<file path="src/rtl/fetch_queue_unit.sv">
// fetch_queue_unit: decoupled MIPS instruction-fetch front end.
// Issues one outstanding request at a time on the addr_ok/data_ok bus.
// Each returned word is buffered with its PC in a circular queue, and
// decode drains the queue through a valid/ready handshake.
// Optional build macro FETCH_BYPASS_EN lets a word arriving at an empty
// queue drive the outputs in the same cycle it returns.
module fetch_queue_unit #(
  parameter int          QUEUE_DEPTH = 4,
  parameter logic [31:0] RESET_PC    = 32'hbfc0_0000,
  parameter int          CNT_W       = $clog2(QUEUE_DEPTH + 1)
) (
  input  logic             clk,
  input  logic             reset,
  output logic             ireq_valid,
  output logic [31:0]      ireq_addr,
  input  logic             iresp_addr_ok,
  input  logic             iresp_data_ok,
  input  logic [31:0]      iresp_data,
  input  logic             redirect_valid,
  input  logic [31:0]      redirect_pc,
  output logic             out_valid,
  input  logic             out_ready,
  output logic [31:0]      out_pc,
  output logic [31:0]      out_instr,
  output logic [CNT_W-1:0] out_count
);

  localparam int PTR_W = (QUEUE_DEPTH > 1) ? $clog2(QUEUE_DEPTH) : 1;

  typedef enum logic [1:0] {
    IDLE      = 2'd0,
    WAIT_ADDR = 2'd1,
    WAIT_DATA = 2'd2
  } state_t;

  state_t           r_state;
  logic [31:0]      r_fetch_pc;
  logic             r_discard;
  logic [31:0]      r_req_addr;
  logic [31:0]      r_req_pc;
  logic [PTR_W-1:0] r_head;
  logic [PTR_W-1:0] r_tail;
  logic [CNT_W-1:0] r_count;
  logic [31:0]      r_q_pc    [QUEUE_DEPTH];
  logic [31:0]      r_q_instr [QUEUE_DEPTH];

  logic             w_empty;
  logic             w_take;
  logic             w_keep;
  logic             w_byp;
  logic             w_push;
  logic             w_pop;
  logic             w_slot;
  logic             w_issue;
  logic [CNT_W-1:0] w_count_nxt;
  logic [31:0]      w_redir_pc;
  logic [31:0]      w_pc_nxt;

  // kseg0/kseg1 (0x8000_0000..0xBFFF_FFFF) drop the top three bits;
  // everything else is used as-is.
  function automatic logic [31:0] f_translate(input logic [31:0] pc);
    if (pc[31:30] == 2'b10) begin
      return {3'b000, pc[28:0]};
    end
    return pc;
  endfunction

  // Transaction completion, queue traffic, slot reservation and next fetch PC.
  always_comb begin
    w_empty = (r_count == '0);
    // A word is taken either in WAIT_DATA, or in WAIT_ADDR when the bus
    // accepts and answers in the same cycle; data_ok anywhere else is stale.
    w_take  = ((r_state == WAIT_DATA) && iresp_data_ok) ||
              ((r_state == WAIT_ADDR) && iresp_addr_ok && iresp_data_ok);
    w_keep  = w_take && !r_discard && !redirect_valid;
`ifdef FETCH_BYPASS_EN
    w_byp   = w_empty && w_keep;
`else
    w_byp   = 1'b0;
`endif
    // A bypassed word that decode takes immediately never enters storage.
    w_push  = w_keep && !(w_byp && out_ready);
    // Redirect flushes the queue, so a same-cycle dequeue is meaningless.
    w_pop   = !w_empty && out_ready && !redirect_valid;
    if (redirect_valid) begin
      w_count_nxt = '0;
    end else begin
      w_count_nxt = r_count + CNT_W'(w_push) - CNT_W'(w_pop);
    end
    // A new request reserves a queue slot up front, so its word always fits.
    w_slot  = (w_count_nxt < CNT_W'(QUEUE_DEPTH));
    w_issue = w_slot && ((r_state == IDLE) || w_take);
    // A misaligned redirect target is a decode error; force word alignment.
    w_redir_pc = redirect_pc & 32'hffff_fffc;
    if (redirect_valid) begin
      w_pc_nxt = w_redir_pc;
    end else if ((r_state == WAIT_ADDR) && iresp_addr_ok && !r_discard) begin
      w_pc_nxt = r_fetch_pc + 32'd4;
    end else begin
      w_pc_nxt = r_fetch_pc;
    end
  end

  // Fetch FSM: request sequencing, fetch PC and squash tracking.
  always_ff @(posedge clk) begin
    if (reset) begin
      r_state    <= IDLE;
      r_fetch_pc <= RESET_PC;
      r_discard  <= 1'b0;
    end else begin
      r_fetch_pc <= w_pc_nxt;
      // An accepted request cannot be withdrawn; mark its word for dropping.
      if (w_take) begin
        r_discard <= 1'b0;
      end else if (redirect_valid && (r_state != IDLE)) begin
        r_discard <= 1'b1;
      end
      case (r_state)
        IDLE: begin
          if (w_slot) begin
            r_state <= WAIT_ADDR;
          end
        end
        WAIT_ADDR: begin
          if (iresp_addr_ok) begin
            if (iresp_data_ok) begin
              r_state <= w_slot ? WAIT_ADDR : IDLE;
            end else begin
              r_state <= WAIT_DATA;
            end
          end
        end
        WAIT_DATA: begin
          if (iresp_data_ok) begin
            r_state <= w_slot ? WAIT_ADDR : IDLE;
          end
        end
        default: r_state <= IDLE;
      endcase
    end
  end

  // Capture address and PC of a new request; held stable until accepted.
  always_ff @(posedge clk) begin
    if (w_issue) begin
      r_req_addr <= f_translate(w_pc_nxt);
      r_req_pc   <= w_pc_nxt;
    end
  end

  // Queue pointers and occupancy; a redirect empties the queue.
  always_ff @(posedge clk) begin
    if (reset || redirect_valid) begin
      r_head  <= '0;
      r_tail  <= '0;
      r_count <= '0;
    end else begin
      if (w_push) begin
        r_tail <= r_tail + PTR_W'(1);
      end
      if (w_pop) begin
        r_head <= r_head + PTR_W'(1);
      end
      r_count <= w_count_nxt;
    end
  end

  // Queue storage: PC and instruction written at the tail.
  always_ff @(posedge clk) begin
    if (w_push) begin
      r_q_pc[r_tail]    <= r_req_pc;
      r_q_instr[r_tail] <= iresp_data;
    end
  end

  // Head-of-queue view for decode; zeros while nothing is presented.
  always_comb begin
    out_valid = !w_empty || w_byp;
    out_pc    = 32'h0;
    out_instr = 32'h0;
    if (!w_empty) begin
      out_pc    = r_q_pc[r_head];
      out_instr = r_q_instr[r_head];
    end else if (w_byp) begin
      out_pc    = r_req_pc;
      out_instr = iresp_data;
    end
  end

  assign ireq_valid = (r_state == WAIT_ADDR);
  assign ireq_addr  = r_req_addr;
  assign out_count  = r_count;

endmodule
</file>
<file path="config.mk">
export PLATFORM = sky130hd
export DESIGN_NAME = fetch_queue_unit
export DESIGN_NICKNAME = d
export VERILOG_FILES = /design/src/rtl/fetch_queue_unit.sv
export SDC_FILE = /design/constraint.sdc
export NUM_CORES = 1
export LEC_CHECK = 0
export BUFFER_PORTS_ARGS = -buffer_cell sky130_fd_sc_hd__buf_2
export CORE_ASPECT_RATIO = 0.75
export CORE_UTILIZATION = 30
export DETAILED_ROUTE_END_ITERATION = 12
export PLACE_DENSITY = 0.56
export SLEW_MARGIN = 15
export SYNTH_ARGS = -nofsm -noshare
export SYNTH_HDL_FRONTEND = slang
export SYNTH_SLANG_ARGS = --single-unit
</file>
<file path="constraint.sdc">
create_clock -name clk -period 13.7 [get_ports clk]
set_input_delay 1.37 -clock clk [delete_from_list [all_inputs] [get_ports clk]]
set_output_delay 1.37 -clock clk [all_outputs]
set_load 0.02 [all_outputs]
</file>
==> flow_summary.toml <==
[routing]
via_count = 7057
routedWlPerCell_um = 19.8
drc_errors = 0
dr.pass1.iters = 4
ant_nets = 0
totalWireLength_um = 30300
vias_per_cell = 4.61
drt_iter0_markers = 390

[critical_path]
slowest_stage = "inv_1"
cp_max_fo = 60
path_cells = "buf_2 > buf_4 > inv_1 > and3_1 > ha_1 > inv_1 > ha_1 > fa_1 > xnor2_1 > xnor2_1 > nor2_1 > a21oi_4 > buf_4"
critPathKind = "input port to register"
worst_path_largest_cell_delay_ns = 0.58
critPathArrivalTime_ns = 4.89
cp_num_buf_inv = 5
required_ns = 13.86
path_delay_family = "buffers and inverters"
endpoint_kind = "register"
crit_path_start_kind = "input port"

[synth]
synthesis.area_sq_mm = 0.0134
synth_area_leaders = "edfxtp_1, mux4_2, dfxtp_1"
synth_top_area_share_pct = 65.3
synth-edff-count = 291
synth_nets = 857
ys_ff_latch = 335
ys_types = 44
seq_area_frac_synth_pct = 71.8
syn_avg_cell_area_sq_um = 17.2
syn_inst = 779
yosys_warnings = 0
yosys.area.top_type = "edfxtp_1"
synthArstFlopShare_pct = 0
synthFlopType = "edfxtp_1"

[clock_network]
cts_tree = "yes"
clkSlewWorstSetupHoldPaths_ns = 0.06
htreeDepth = 2
clk_latency_ns = 0.53
cts_hold_buffers = 0
root_buffer = "clkbuf_16"
cts_buffer_depth = 3
cts_buffers = 37
post_cts_resized = 0
cts.sinks = 335
cts_setup_buffers = 0

[run_status]
status = "finished clean"

[layout]
finish.net_count = 1006
area_growth_pct = 18.9
layout_commonest_cell = "edfxtp_1"
antenna_cells = 0
final_layout_size_suffix_gt1_share_pct = 32.5
final_cell_mix = "edfxtp_1, buf_2, and2_1"
instances_no_fill = 1532

[grt]
gr-total-overflow = 0
track_usage_pct = 13.5
grt_pass1_wl_um = 45700
grt_pass1_vias = 7404
grt_max_degree = 67
antenna_found_initial = 2

[placed_design]
dpl.hpwl_um = 18300
placed_cells = 1467
gp_congestion = 0.723
port_buffers = 168

[sta]
post-route-min-period_ns = 4.73
whs_ns = 0.507
drv_slew = 0
fin_tns_setup_ns = 0
rsz0062_at_grt = "no"
fmax_mhz = 211
post-route-period-util_pct = 34.5
setup_viol = 0
final_hold_viol_count = 0
worstMarginPinSlew_ns = 1.11
skew_ns = 0.0163
slew_headroom_pct = 25.9

[power]
irDropWorstVdd_v = 0.0000807
power_density_mw_per_mm2 = 144
finalPower_w = 0.00229
leakagePower_nw = 5.52

[die]
dieArea_sq_mm = 0.0455
start_util_pct = 30.6
die_y_um = 185
coreArea_sq_mm = 0.0437
die_x_um = 246
pin_count = 171
rows = 66

[min_path]
hp-class = "register to register"

[job]
drv_cap = 0
## where the power goes
part | switching, W | total [W] | internal, W
Clock | 0.000401 | 0.00102 | 0.000617
Combinational | 0.0000670 | 0.000102 | 0.0000352
Sequential | 0.0000239 | 0.00117 | 0.00114
Total | 0.000492 | 0.00229 | 0.00180
## Yosys cell counts (2+ instances only)
library cell  count
nor3_2            2
nand4_1          11
xnor2_1          12
nor3_1           11
buf_4            29
a21oi_1          11
nor2b_1           3
dfxtp_1          44
and3_1            8
mux4_2           64
nand2_1          28
and4_1            7
xor2_1           19
nor2_1           18
o211ai_1          7
nor4_1            3
mux2i_1           2
inv_1            16
o31ai_1           2
nand3_1          13
o21ai_0          19
buf_2             7
ha_1              7
a211oi_1         10
and2_1           87
edfxtp_1        291
clkbuf_1         31
## flip-flops by register name (all words and copies together) (netlist names), 2 cells and up, named ones only
| register | flops |
|---|---|
| out_count | 3 |
| r_fetch_pc | 32 |
| r_tail | 2 |
| r_q_instr | 128 |
| r_head | 2 |
| r_req_pc | 32 |
| r_q_pc | 128 |
| r_state | 2 |
| ireq_addr | 3 |
## metrics by stage
step	util [%]	setup WS [ns]	cell area (sq um)
after floorplan	-	8.07	13400
after global placement	33.6	8.47	14700
after detailed placement	33.6	8.44	14700
after CTS	36.4	9.00	15900
after global routing	36.4	8.60	15900
final	36.4	8.97	15900
## worst paths after layout
kind                   from       endpoint  slack, ns  cells after the start
max          redirect_valid    r_req_pc[2]       8.97                     13
min            r_req_pc[29]  r_q_pc[2][29]       0.51                      0
max reg2reg      r_state[0]    r_req_pc[2]       9.69                     13
min reg2reg    r_req_pc[29]  r_q_pc[2][29]       0.51                      0
## cells by family after synthesis
group / share of synthesized area, %
and+or+nand+nor: 8.61
buffers and inverters: 3.23
AOI/OAI and AO/OA: 2.50
xor gates and xnor gates: 2.03
muxes: 10.9
DFF: 71.8
adders and majority gates: 0.878
## area by class of cell
| type | count | area (sq um) |
|---|---|---|
| Clock buffer | 48 | 1010 |
| Clock inverter | 17 | 228 |
| Fill cell | 4115 | 27800 |
| Inverter | 17 | 63.8 |
| Multi-Input combinational cell | 360 | 3360 |
| Sequential cell | 335 | 9630 |
| Tap cell | 578 | 723 |
| Timing Repair Buffer | 177 | 908 |
## worst reg2reg max path, stage by stage (launching register included)
cell and delay [ns]:
dfxtp_1 0.42, and3b_1 0.20, o21ai_0 0.20, nor3_1 0.72, inv_1 0.11, ha_1 0.31
inv_1 0.04, ha_1 0.18, fa_1 0.38, xnor2_1 0.18, xnor2_1 0.17, nor2_1 0.11
a21oi_4 0.14, buf_4 0.45
## metal layers
layer  share of wire, %  up-vias  track usage [%]
li1                   -     3264                -
met1                 47     3551             19.1
met2                 45      183             20.5
met3                6.3       59             3.49
met4                2.3        0             3.73
met5                  0        -                0
Note: power is estimated with default switching activity, not from simulation.
